**src/rtl/leglite_pkg.sv**
```systemverilog
// Shared LEGLite definitions: datapath width, instruction-memory FSM states and the fetch NOP.
package leglite_pkg;

    localparam int unsigned LEG_WIDTH = 16;

    typedef enum logic {
        IM_LOAD = 1'b0,
        IM_RUN  = 1'b1
    } im_state_e;

    localparam logic [LEG_WIDTH-1:0] IM_NOP = 16'h0000;

    // A fetch is in range only when every byte-address bit above the word index is zero.
    function automatic logic fetch_hi_clear(input logic [15:0] iaddr, input int unsigned aw);
        return (iaddr >> (aw + 1)) == 16'h0000;
    endfunction

endpackage

```
**src/rtl/im_ram.sv**
```systemverilog
// Instruction storage: DEPTH x WIDTH words, one synchronous write port, one asynchronous read.
module im_ram #(
    parameter int unsigned WIDTH = 16,
    parameter int unsigned DEPTH = 32,
    parameter int unsigned AW    = 5
) (
    input  logic             clk_i,
    input  logic             we_i,
    input  logic [AW-1:0]    waddr_i,
    input  logic [WIDTH-1:0] wdata_i,
    input  logic [AW-1:0]    raddr_i,
    output logic [WIDTH-1:0] rdata_o
);

    // No reset: the program image must survive a reset.
    logic [WIDTH-1:0] mem_q [DEPTH];

    always_ff @(posedge clk_i) begin
        if (we_i) begin
            mem_q[waddr_i] <= wdata_i;
        end
    end

    assign rdata_o = mem_q[raddr_i];

endmodule

```
**src/rtl/im_loadable.sv**
```systemverilog
// Loadable instruction memory: streams a program in over valid/ready, then releases the CPU
// and serves combinational fetches. A reload can be started at any time with ld_start_i.
module im_loadable
    import leglite_pkg::*;
#(
    parameter int unsigned WIDTH     = LEG_WIDTH,
    parameter int unsigned DEPTH     = 32,
    parameter int unsigned AW        = 5,
    parameter bit          BOOT_LOAD = 1'b1
) (
    input  logic             clk_i,
    input  logic             rst_ni,
    input  logic [15:0]      iaddr_i,
    output logic [WIDTH-1:0] idata_o,
    output logic             cpu_run_o,
    input  logic             ld_start_i,
    input  logic             ld_valid_i,
    input  logic [WIDTH-1:0] ld_data_i,
    input  logic             ld_last_i,
    output logic             ld_ready_o,
    output logic [AW:0]      ld_count_o,
    output logic [15:0]      ld_sum_o,
    output logic             ld_err_o
);

    localparam logic [AW:0] DepthCnt = (AW + 1)'(DEPTH);
    localparam logic [AW:0] LastIdx  = (AW + 1)'(DEPTH - 1);
    localparam im_state_e   RstState = BOOT_LOAD ? IM_LOAD : IM_RUN;

    im_state_e       state_q, state_d;
    logic [AW:0]     count_q, count_d;
    logic [15:0]     sum_q, sum_d;
    logic            err_q, err_d;
    logic            mem_we;
    logic            xfer;
    logic            in_range;
    logic [15:0]     data_ext;
    logic [WIDTH-1:0] rdata;

    assign ld_ready_o = (state_q == IM_LOAD);
    assign cpu_run_o  = (state_q == IM_RUN);
    assign ld_count_o = count_q;
    assign ld_sum_o   = sum_q;
    assign ld_err_o   = err_q;

    assign xfer     = ld_valid_i & ld_ready_o;
    assign data_ext = 16'(ld_data_i);

    always_comb begin
        state_d = state_q;
        count_d = count_q;
        sum_d   = sum_q;
        err_d   = err_q;
        mem_we  = 1'b0;
        unique case (state_q)
            IM_LOAD: begin
                // A restart wins over any word offered in the same cycle.
                if (ld_start_i) begin
                    count_d = '0;
                    sum_d   = '0;
                    err_d   = 1'b0;
                end else if (xfer) begin
                    mem_we  = 1'b1;
                    count_d = count_q + 1'b1;
                    sum_d   = sum_q + data_ext;
                    if (ld_last_i) begin
                        state_d = IM_RUN;
                    end else if (count_q == LastIdx) begin
                        state_d = IM_RUN;
                        err_d   = 1'b1;
                    end
                end
            end
            IM_RUN: begin
                if (ld_start_i) begin
                    state_d = IM_LOAD;
                    count_d = '0;
                    sum_d   = '0;
                    err_d   = 1'b0;
                end
            end
            default: state_d = IM_LOAD;
        endcase
    end

    always_ff @(posedge clk_i or negedge rst_ni) begin
        if (!rst_ni) begin
            state_q <= RstState;
            count_q <= '0;
            sum_q   <= '0;
            err_q   <= 1'b0;
        end else begin
            state_q <= state_d;
            count_q <= count_d;
            sum_q   <= sum_d;
            err_q   <= err_d;
        end
    end

    im_ram #(
        .WIDTH (WIDTH),
        .DEPTH (DEPTH),
        .AW    (AW)
    ) u_ram (
        .clk_i   (clk_i),
        .we_i    (mem_we),
        .waddr_i (count_q[AW-1:0]),
        .wdata_i (ld_data_i),
        .raddr_i (iaddr_i[AW:1]),
        .rdata_o (rdata)
    );

    // Guard the index too, in case DEPTH is not a power of two.
    assign in_range = fetch_hi_clear(iaddr_i, AW) && ({1'b0, iaddr_i[AW:1]} < DepthCnt);

    always_comb begin
        idata_o = WIDTH'(IM_NOP);
        if (cpu_run_o && in_range) begin
            idata_o = rdata;
        end
    end

endmodule

```
**config.mk**
```make
export PLATFORM = sky130hd
export DESIGN_NAME = im_loadable
export DESIGN_NICKNAME = d
export VERILOG_FILES = /design/src/rtl/leglite_pkg.sv /design/src/rtl/im_ram.sv /design/src/rtl/im_loadable.sv
export SDC_FILE = /design/constraint.sdc
export NUM_CORES = 1
export LEC_CHECK = 0
export BUFFER_PORTS_ARGS = -buffer_cell sky130_fd_sc_hd__buf_2
export CORE_MARGIN = 2
export CORE_UTILIZATION = 45
export DETAILED_ROUTE_END_ITERATION = 8
export GPL_TIMING_DRIVEN = 0
export SETUP_SLACK_MARGIN = 0.4
export SYNTH_ARGS = -nofsm -noshare
export SYNTH_HDL_FRONTEND = slang
export SYNTH_SLANG_ARGS = --single-unit
```
**constraint.sdc**
```tcl
create_clock -name clk_i -period 3.5 [get_ports clk_i]
set_clock_uncertainty 0.2 [all_clocks]
set_input_delay 0.525 -clock clk_i [delete_from_list [all_inputs] [get_ports clk_i]]
set_output_delay 0.525 -clock clk_i [all_outputs]
set_load 0.05 [all_outputs]
```
=== Word-level counts from Yosys, hierarchy flattened ===
Memories as Yosys holds them, arrays and structs flattened.
Index checks and enable logic that the tools add are counted.

* Muxes and demuxes: 26
* Reduce and logical (&&, ||, !) cells: 4
* Equal/unequal tests: 5
* Multipliers: 0
* Div/mod/pow operators: 0
* Magnitude comparators: 0
* Bitwise operators: 2
* Add/sub/neg operators: 2
* Shifts and indexed selects: 0

{| class="wikitable"
|+ Operators with widths
! cell !! count
|-
| $mux 16 || 4
|-
| $pmux 16 s2 || 1
|-
| $mux 6 || 3
|-
| $add 16x16->16 || 1
|-
| $logic_not 16->1 || 1
|-
| $mux 1 || 15
|-
| $pmux 6 s2 || 1
|-
| $add 6x1->6 const B || 1
|-
| $eq 6x5->1 const B || 1
|-
| $ne 3x2->1 const B || 2
|-
| $pmux 1 s2 || 2
|-
| $reduce_and 4->1 || 1
|-
| $ne 3x3->1 const B || 1
|-
| $ne 2x2->1 const B || 1
|-
| $reduce_and 2->1 || 1
|-
| $and 1x1->1 || 1
|-
| $logic_and 1x1->1 || 1
|-
| $not 1->1 || 1
|}

* Bits in writable memories: 512
* Output and inout bits: 41
* Bits in read-only memories: 0
* Flip-flop bits (word level): 24
* Memories kept: 1
* Latch bits: 0

{| class="wikitable"
|+ Memories
! memory !! depth !! bits a word !! read ports !! clocked after Yosys merged registers in !! write ports !! RTL line !! RTL
|-
| u_ram.mem_q || 32 || 16 || 1 || 0 || 1 || im_ram.sv:16 || <nowiki>logic [WIDTH-1:0] mem_q [DEPTH];</nowiki>
|}

=== Depth between registers and ports, before layout ===
Gate-level depths: netlist of the first run.

* Depth after elaboration: 7
* Gate-level depth with buffers: 9

=== Hierarchy ===
Synthesis of the first run repeated with hierarchy kept, for this count alone.

* Cell total of the unflattened synthesis: 1344
* Area total of the unflattened synthesis: 22067.4 um2

{| class="wikitable"
|+ By module, submodules not included
! module !! times used !! cells an instance !! area each (um2)
|-
| im_ram || 1 || 1127 || 20215.6
|-
| im_loadable || 1 || 217 || 1851.8
|}

=== Worst setup path before layout of the first run ===
OpenSTA, ideal clock, no wires.

* Path type: register to output
* From: register state_q (netlist: cpu_run_o)
* To: output port idata_o[10]
* Data arrival time: 2.576 ns
* Path buffers: 1
* Cell stages (with the launch flop): 6
* Setup slack: 0.199 ns
* Cell sequence: dfrtp_1 inv_2 nor4_1 nand4_1 clkbuf_1 o22ai_1

* Word-level cells in the longest chain between the ends: 2

{| class="wikitable"
|+ Ends and longest elaborated chain
! item !! RTL line !! RTL
|-
| start: declaration || im_loadable.sv:30 || <nowiki>im_state_e state_q, state_d;</nowiki>
|-
| start signal: assignment || im_loadable.sv:88 || <nowiki>state_q <= RstState;</nowiki>
|-
| start signal: assignment || im_loadable.sv:93 || <nowiki>state_q <= state_d;</nowiki>
|-
| $logic_and 1x1->1 || im_loadable.sv:118 || <nowiki>if (cpu_run_o && in_range) begin</nowiki>
|-
| $mux 16 || im_loadable.sv:118 ||
|-
| end: declaration || im_loadable.sv:14 || <nowiki>output logic [WIDTH-1:0] idata_o,</nowiki>
|}

No other way between the ends.

=== Final worst setup path of the first run ===
* From: input port iaddr_i[1]
* To: output port idata_o[13]

* Word-level cells in the longest chain between the ends: 2

{| class="wikitable"
|+ Ends and longest elaborated chain
! item !! RTL line !! RTL
|-
| start: declaration || im_loadable.sv:13 || <nowiki>input logic [15:0] iaddr_i,</nowiki>
|-
| $mem_v2 32x16 || n/a ||
|-
| $mux 16 || im_loadable.sv:118 ||
|}

No other way between the ends.

==> metrics.txt, run 1 <==
peak fanout along the critical path=7; largest net degree at the start of global routing=35; HP Class=input port to register; Syn Area/Cell=20.4 um2; Placed Cells=1774; Leak=8.62 nW; placement-stage cell area=23300 um2; total number of vias=11100; number of synthesis warnings=0; Slew headroom=45.4%; Synth Register Bits=536; EDFF count, synth=512; Arrival @ worst endpoint=2490 ps; Die W=223 um; clk_lat worst skew=600 ps; startpoint types=input port; sequential share of the synthesized area=74.1%; commonest non-fill, non-tap cells in the layout=edfxtp_1, mux4_2, clkbuf_16, buf_2, buf_6; antenna violations before repair=0; grt met3 use=3.17%; io pins=78; max incr delay on CP=580 ps; fin crit share=92.0%; TritonRoute pass-1 iters=6; total power=13.7 mW; worst path cell trace=buf_8 -> buf_12 -> buf_12 -> buf_16 -> buf_6 -> mux4_2 -> mux4_2 -> clkinv_2 -> o22ai_2 -> buf_6; share of cells above drive strength 1=38.3%; Post-Syn Area=21600 um2; status=finished, final reports clean; Die Y=223 um; Clock Sinks=536; row count=80; vias in the first global route=11300; Worst path top cell family by delay=multiplexers; fin util=55.0%; Non-Filler Instances=1912; Final min period=3220 ps; Synth async-reset ratio=4.48%; clock-pin slew on the worst setup and hold paths=60 ps; DP HPWL=34.2 mm; nets=1307; RSZ-0062 raised after global routing=yes; post-place setup slack=-609 ps; placer congestion estimate=0.794; setup violators final=0; commonest non-fill, non-tap cell in the layout=edfxtp_1; buffers added on ports=72; initial DRC count=1144; PwrDens=524 nW/um2; CP Buf/Inv Count=7; DR vias/cell=5.80; Layout area overhead=21.4%; global route overflow=0; VDD IR max=0.428 mV; Pins Over Slew Limit=0; worst slew pin tran=818 ps; H-tree depth=2; root buffer cell=clkbuf_16; Initial Utilization=45.3%; Syn Inst Count=1058; busiest grt layer=met2; CP endpoint kind=output pin; Clock Path Buffers=3; Design Area, Final=26200 um2; CTS tree=built; Netlist cell types=55; core area=47500 um2; final hold viol count=0; met1 GRT Util=30.7%; post-synth net total=1115; drt total wl=52.7 mm; Synth Flop Type=edfxtp_1; MaxCap Viol Count=0; worst path required time=2770 ps; Worst path slowest cell=mux4_2; antenna viol nets, final=0; Wirelength per Cell=27.6 um; critical path class=input port to output pin; DRC Markers=0; CTS buffer count=54; DIE AREA=49700 um2; gr usage total=21.7%; GR Util met2=35.8%; worst setup margin=280 ps; Max Clk Rate=311 MHz; first-pass GRT wire length=76.9 mm; Filler Cell Count=3594
state kept, by name, indices dropped and copies added, names as in the netlist:
register,cells
ld_sum_o,16
u_ram.mem_q,512
cpu_run_o,1
ld_err_o,1
ld_count_o,6
worst reg2reg max path, cell delays in order, from the launching register on:
cell and delay (ps):
dfrtp_1 410, nand2b_1 170, clkbuf_1 240, nor2_2 450
nand2_2 370, nor2_2 520, buf_16 210
routing by layer:
metal	vias up	part of all wire, %
li1	4767	-
met1	5902	43
met2	350	50
met3	63	5.4
met4	0	1.8
met5	-	0
final cells by class:
| type | instances | area, um2 | area share [%] |
|---|---|---|---|
| Clock inverter | 33 | 200 | 0.765 |
| Sequential cell | 536 | 16000 | 61.1 |
| Antenna cell | 1 | 2.50 | 0.00957 |
| Timing Repair Buffer | 136 | 1390 | 5.32 |
| Multi-Input combinational cell | 442 | 5700 | 21.8 |
| Tap cell | 615 | 769 | 2.94 |
| Buffer | 53 | 493 | 1.88 |
| Clock buffer | 69 | 1490 | 5.70 |
| Inverter | 27 | 133 | 0.507 |
report_power, final:
group	internal, mW	leakage, nW	switching [mW]
clock network	3.14	0.835	2.37
registers	7.07	4.93	0.0321
logic	0.409	2.86	0.673
logic make-up after synthesis:
family                     after synthesis  synth area share, %
AOI/OAI and AO/OA                       99                 2.87
xor gates and xnor gates                 8                0.325
adders and majority gates               20                 1.20
buffers and inverters                   80                 1.89
DFF                                    536                 74.1
muxes                                  178                 16.7
and+or+nand+nor                        137                 2.90
worst paths after layout:
| path | from | to | slack (ps) | cells past startpoint |
|---|---|---|---|---|
| worst max-delay path | iaddr_i[1] | idata_o[13] | 280 | 10 |
| min in group asynchronous | rst_ni | ld_sum_o[5] | 270 | 2 |
| worst min register to register | ld_err_o | ld_err_o | 310 | 2 |
| worst min-delay path | ld_last_i | cpu_run_o | 60 | 3 |
| max in group asynchronous | rst_ni | ld_count_o[2] | 2430 | 2 |
| worst max register to register | cpu_run_o | u_ram.mem_q[13][5] | 620 | 6 |
synth_stat cells (all sizes together), types with 2 or more instances:
library cell | count | share of area [%]
ha | 19 | 1.1
clkbuf | 22 | 0.38
dfrtp | 24 | 2.8
o21ai | 11 | 0.26
nand3 | 9 | 0.21
o211ai | 4 | 0.14
nor2 | 63 | 1.1
nor2b | 2 | 0.058
a211oi | 2 | 0.070
mux2 | 16 | 0.84
mux2i | 18 | 0.84
a2111o | 2 | 0.10
nor4 | 2 | 0.058
or3 | 3 | 0.087
nor3 | 6 | 0.14
buf | 31 | 1.0
a21o | 6 | 0.21
nand4 | 7 | 0.20
o22ai | 16 | 0.46
clkinv | 16 | 0.28
nand2 | 30 | 0.52
a32oi | 2 | 0.081
and4 | 2 | 0.081
a32o | 2 | 0.093
xor2 | 7 | 0.28
mux4 | 144 | 15
a21oi | 40 | 0.93
o21a | 3 | 0.10
inv | 11 | 0.19
o2111ai | 2 | 0.081
and3 | 2 | 0.058
nand3b | 5 | 0.17
edfxtp | 512 | 71
a31oi | 2 | 0.058
repair_timing:
item                                    CTS  global route
hold buffers                              2             0
buffers inserted                         24             6
endpoints found under the hold margin    25             0
endpoints found under the setup margin  337           495
cloned                                    2             1
pin swaps                                 8             6
resized for setup                       171            39
metrics by stage:
stage	hold WS, ps	setup TNS (ps)
after floorplan	29.4	0
after global placement	284	-230710
after detailed placement	293	-5200
after CTS	20.8	0
after global routing	53.3	0
final	55.9	0
No activity file was read; power rests on OpenSTA's default activity.
==> run 2: changes to the inputs <==
- CORE_UTILIZATION: 45 -> 35
==> run 2 against run 1 <==
  * Register-to-register slack worse by 170 ps
  * Combinational power hardly changed
  * Power is essentially flat
  * Non-clock buffer count down 9
  * Flip-flop and latch count unchanged
  * Setup slack gained 31 ps
==> metrics.txt, run 2 (synthesis gave the netlist of run 1 again) <==
placer congestion estimate=0.813 (was 0.794); Net Sw Power=3.09 mW (was 3.08 mW); DIE AREA=63600 um2 (was 49700 um2); Clock Sinks=536 (unchanged); H-tree depth=2 (unchanged); Filler Cell Count=5218 (was 3594); CTS tree=built (unchanged); combinational fraction of design power=7.7% (was 7.9%); fin crit share=91.1% (was 92.0%); startpoint types=input port (unchanged); Design Area, Final=26200 um2 (about the same); worst path required time=2770 ps (about the same); HP Class=input port to register (unchanged); share of cells above drive strength 1=38.0% (was 38.3%); Int Pwr=10.6 mW (about the same); Sw Share=22.6% (was 22.5%); status=finished, final reports clean (unchanged); Die W=252 um (was 223 um); Arrival @ worst endpoint=2460 ps (was 2490 ps); Max Clk Rate=314 MHz (was 311 MHz); critical path class=input port to output pin (unchanged); nets=1298 (was 1307); clock-pin slew on the worst setup and hold paths=60 ps (about the same); CP endpoint kind=output pin (unchanged); setup violators final=0 (unchanged); Placed Cells=1944 (was 1774); clk_lat worst skew=590 ps (was 600 ps); DRC Markers=0 (unchanged); total number of vias=11100 (about the same); Leak=8.53 nW (was 8.62 nW); commonest non-fill, non-tap cell in the layout=edfxtp_1 (unchanged); gr usage total=16.7% (was 21.7%); worst path cell trace=buf_8 -> buf_12 -> buf_12 -> clkbuf_16 -> mux4_2 -> mux4_2 -> clkinv_1 -> o22ai_2 -> buf_6 (was buf_8 -> buf_12 -> buf_12 -> buf_16 -> buf_6 -> mux4_2 -> mux4_2 -> clkinv_2 -> o22ai_2 -> buf_6); Slew headroom=43.7% (was 45.4%); drt total wl=53.3 mm (was 52.7 mm); VDD IR max=0.418 mV (was 0.428 mV); total power=13.7 mW (about the same); final hold viol count=0 (unchanged); PwrDens=523 nW/um2 (was 524 nW/um2); Layout area overhead=21.5% (was 21.4%); first-pass GRT wire length=76.3 mm (was 76.9 mm); commonest non-fill, non-tap cells in the layout=edfxtp_1, mux4_2, buf_2, clkbuf_16 (was edfxtp_1, mux4_2, clkbuf_16, buf_2, buf_6); Non-Filler Instances=2068 (was 1912); Initial Utilization=35.6% (was 45.3%); buffers added on ports=72 (unchanged); worst slew pin tran=844 ps (was 818 ps); Fin Setup TNS=0 ps (unchanged); Final min period=3190 ps (was 3220 ps); Worst path top cell family by delay=multiplexers (unchanged); Worst path slowest cell=mux4_2 (unchanged); max reg flops=512 (unchanged); CTS buffer count=54 (unchanged); Wirelength per Cell=25.8 um (was 27.6 um); Pins Over Slew Limit=0 (unchanged); DR vias/cell=5.37 (was 5.80); MaxCap Viol Count=0 (unchanged); row count=90 (was 80); Clock Path Buffers=3 (unchanged); Clk pwr share=40.4% (was 40.3%); root buffer cell=clkbuf_16 (unchanged); Antenna diodes=0 (was 1); Biggest register=u_ram.mem_q (unchanged); TritonRoute pass-1 iters=5 (was 6); DP HPWL=34.7 mm (was 34.2 mm); io pins=78 (unchanged); global route overflow=0 (unchanged); Flop pwr share=51.9% (was 51.8%); antenna violations before repair=0 (unchanged); CP Buf/Inv Count=6 (was 7); placement-stage cell area=23600 um2 (was 23300 um2); peak fanout along the critical path=7 (unchanged); RSZ-0062 raised after global routing=yes (unchanged); core area=60600 um2 (was 47500 um2); largest net degree at the start of global routing=35 (unchanged); Die Y=252 um (was 223 um); vias in the first global route=11000 (was 11300); max incr delay on CP=520 ps (was 580 ps); antenna viol nets, final=0 (unchanged); initial DRC count=1177 (was 1144)
-- run 2: changes by cell type in the layout (fill, tap and decap cells not counted), sizes merged --
cell	before	now
clkinv	40	31
buf	164	157
inv	17	20
clkinvlp	1	3
bufinv	2	3
diode	1	0
-- run 2: final timing paths --
kind / start / cells past startpoint / endpoint / slack (ps)
min in group asynchronous: rst_ni / 2 / ld_sum_o[7] / 280
hold reg to reg: ld_err_o / 2 / ld_err_o / 310
hold / removal: ld_last_i / 4 / ld_err_o / 70
max in group asynchronous: rst_ni / 2 / ld_count_o[1] / 2400
setup / recovery: iaddr_i[1] / 9 / idata_o[7] / 310
setup reg to reg: cpu_run_o / 6 / u_ram.mem_q[16][14] / 450
-- run 2: final cells by class --
type	instances	area, um2	share of cell area [%]
Sequential cell	536	16000	61.0
Multi-Input combinational cell	442	5620	21.5
Clock buffer	71	1450	5.52
Timing Repair Buffer	127	1340	5.10
Tap cell	782	978	3.74
Buffer	53	484	1.85
Clock inverter	30	228	0.870
Inverter	27	111	0.425
-- run 2: worst min-delay path, delay by kind of cell --
kind | cells | cell delay, ps
AO/OA/AOI/OAI | 1 | 130
buffers and inverters | 1 | 90
AND/OR/NAND/NOR | 2 | 80
-- run 2: timing repair --
item,CTS,global route
setup buffers,10,9
endpoints found under the setup margin,315,234
hold buffers,2,0
endpoints found under the hold margin,25,0
pin swaps,5,4
resized for setup,108,81
cloned,0,2
-- run 2: layer usage --
layer / vias up / track usage, % / wire length [um]
met4: 0 / 3.80 / 776
met3: 59 / 3.07 / 3880
met2: 403 / 26.7 / 25600
met1: 5906 / 23.9 / 23100
met5: - / 0 / 0
li1: 4746 / - / -
-- run 2: stage by stage --
step | worst slack, ps | hold WS [ps] | utilization [%]
3_5_place_dp | -484 | 297 | 38.9
5_1_grt | 268 | 85.1 | 43.2
3_3_place_gp | -758 | 288 | 37.8
4_1_cts | 229 | 46.3 | 42.6
6_report | 311 | 71.8 | 43.2
2_1_floorplan | 199 | 29.4 | -
-- run 2: power by group through the flow --
| stage | sequential (mW) | combinational (mW) | clock (mW) |
|---|---|---|---|
| after floorplan | 7.31 | 0.515 | 0 |
| after global placement | 7.23 | 0.936 | 0 |
| after detailed placement | 7.24 | 0.962 | 0 |
| after CTS | 7.10 | 1.02 | 5.61 |
| after global routing | 7.10 | 1.13 | 5.85 |
| final | 7.10 | 1.06 | 5.53 |
==> run 3: changes to the inputs <==
- REMOVE_ABC_BUFFERS: not set -> 1
- SLEW_MARGIN: not set -> 0
==> run 3 against run 2 <==
  * Power grew 0.31%
  * Combinational power shrank 4%
  * Routed wire length shrank 0.71%
  * Critical endpoint is now idata_o[9]
==> metrics.txt, run 3 (synthesis gave the netlist of run 1 again) <==
combinational fraction of design power=7.4% (was 7.7%); peak fanout along the critical path=8 (was 7); post-place setup slack=-610 ps (was -484 ps); Worst path top cell family by delay=multiplexers (unchanged); antenna violations before repair=0 (unchanged); Clk pwr share=40.9% (was 40.4%); VDD IR max=0.353 mV (was 0.418 mV); MaxCap Viol Count=0 (unchanged); clock-pin slew on the worst setup and hold paths=60 ps (about the same); status=finished, final reports clean (unchanged); Arrival @ worst endpoint=2370 ps (was 2460 ps); placer congestion estimate=0.743 (was 0.813); Clock Path Buffers=3 (unchanged); largest net degree at the start of global routing=49 (was 35); global route overflow=0 (unchanged); row count=90 (unchanged); Biggest register=u_ram.mem_q (unchanged); initial DRC count=1124 (was 1177); Leak=8.48 nW (was 8.53 nW); Final min period=3090 ps (was 3190 ps); CP Buf/Inv Count=4 (was 6); Pins Over Slew Limit=0 (unchanged); worst setup margin=409 ps (was 311 ps); DIE AREA=63600 um2 (unchanged); setup violators final=0 (unchanged); Slew headroom=43.1% (was 43.7%); met1 GRT Util=23.6% (was 23.9%); Clock Sinks=536 (unchanged); Net Sw Power=3.02 mW (was 3.09 mW); worst slew pin tran=854 ps (was 844 ps); critical path depth=9 (unchanged); antenna viol nets, final=0 (unchanged); vias in the first global route=11400 (was 11000); Initial Utilization=35.6% (unchanged); CTS tree=built (unchanged); Max Clk Rate=323 MHz (was 314 MHz); HP Class=input port to register (unchanged); core area=60600 um2 (unchanged); Antenna diodes=0 (unchanged); first-pass GRT wire length=77.2 mm (was 76.3 mm); max incr delay on CP=520 ps (about the same); commonest non-fill, non-tap cell in the layout=edfxtp_1 (unchanged); clk_lat worst skew=600 ps (was 590 ps); drt total wl=52.9 mm (was 53.3 mm); nets=1258 (was 1298); Flop pwr share=51.7% (was 51.9%); grt met3 use=2.98% (was 3.07%); most used cell, CP=buf_16; TritonRoute pass-1 iters=7 (was 5); fin crit share=88.3% (was 91.1%); max reg flops=512 (unchanged); WHS Path Cells=4 (unchanged); CP endpoint kind=output pin (unchanged); Sw Share=22.0% (was 22.6%); Die Y=252 um (unchanged); busiest grt layer=met2 (unchanged); commonest non-fill, non-tap cells in the layout=edfxtp_1, mux4_2, clkbuf_16, buf_2, nor2_4 (was edfxtp_1, mux4_2, buf_2, clkbuf_16); PwrDens=526 nW/um2 (was 523 nW/um2); worst path cell trace=buf_16 -> buf_12 -> buf_16 -> mux4_2 -> mux2i_2 -> nor2_2 -> a21oi_2 -> o22ai_4 -> buf_8 (was buf_8 -> buf_12 -> buf_12 -> clkbuf_16 -> mux4_2 -> mux4_2 -> clkinv_1 -> o22ai_2 -> buf_6); RSZ-0062 raised after global routing=yes (unchanged); DP HPWL=31.3 mm (was 34.7 mm); Wirelength per Cell=26.1 um (was 25.8 um); DRC Markers=0 (unchanged); GR Util met2=27.8% (was 26.7%); Die W=252 um (unchanged); Worst path slowest cell=mux4_2 (unchanged); H-tree depth=2 (unchanged); final hold viol count=0 (unchanged); share of cells above drive strength 1=36.1% (was 38.0%); Int Pwr=10.7 mW (was 10.6 mW); startpoint types=input port (unchanged); worst r2r path cells=5 (was 6); io pins=78 (unchanged); Design Area, Final=26100 um2 (was 26200 um2); root buffer cell=clkbuf_16 (unchanged); DR vias/cell=5.42 (was 5.37); gr usage total=16.9% (was 16.7%); critical path class=input port to output pin (unchanged); CTS buffer count=55 (was 54); total number of vias=11000 (was 11100); placement-stage cell area=23300 um2 (was 23600 um2); worst path required time=2770 ps (about the same); buffers added on ports=76 (was 72); Layout area overhead=21.0% (was 21.5%)
==> run 3: cell types whose count changed in the layout (fill, tap and decap cells not counted), sizes merged <==
| cell | change |
|---|---|
| buf | -26 |
| bufbuf | +6 |
| clkbuf | -17 |
| clkinv | +2 |
| inv | -6 |
==> run 3: tightest hold or removal path, delay by kind of cell <==
kind / cells / cell delay (ps)
AO/OA/AOI/OAI: 1 / 130
buffers and inverters: 1 / 90
AND/OR/NAND/NOR: 2 / 80
==> run 3: area by class of cell <==
type | count | area (um2)
clock buffers | 75 | 1510
clock inverters | 26 | 208
fillers | 5167 | 34500
inverters | 27 | 109
multi-input cells | 442 | 5650
flip-flops and latches | 536 | 16000
well taps | 782 | 978
repair buffers | 139 | 1650
==> run 3: path summary, 6_finish.rpt <==
path | start | to | slack (ps)
worst max-delay path | iaddr_i[1] | idata_o[9] | 410
worst min-delay path | ld_last_i | ld_err_o | 60
worst max register to register | cpu_run_o | u_ram.mem_q[0][9] | 810
worst min register to register | ld_err_o | ld_err_o | 310
max in group asynchronous | rst_ni | ld_sum_o[1] | 2460
min in group asynchronous | rst_ni | ld_sum_o[14] | 240
==> run 3: power groups by stage <==
stage               Sequential, mW  Combinational [mW]  Clock [mW]
finish                        7.10                1.02        5.61
global placement              7.23               0.912           0
CTS                           7.10                1.02        5.72
floorplan                     7.31               0.420           0
global route                  7.10                1.10        5.94
detailed placement            7.23               0.907           0
==> run 3: what timing repair did <==
item	4_1_cts	5_1_grt
pin swaps	3	5
cloned	12	0
resized for setup	99	30
endpoints found under the hold margin	25	0
hold buffers	2	0
buffers inserted	13	1
endpoints found under the setup margin	525	456
==> run 3: through the flow <==
step	setup TNS (ps)	util (%)	std cells	hold WS [ps]	total power, mW
after CTS	0	42.8	2026	25.5	13.8
after detailed placement	-25740	38.5	1898	300	8.14
after global placement	-463800	37.3	1863	289	8.14
after floorplan	0	-	1005	29.4	7.73
after global routing	0	43.1	2027	67.1	14.1
final	0	43.1	2027	56.4	13.7
==> run 3: per-layer routing <==
layer	wire length [um]	vias to the layer above
met5	0	-
li1	-	4677
met3	3350	63
met2	25900	353
met4	1030	0
met1	22700	5892
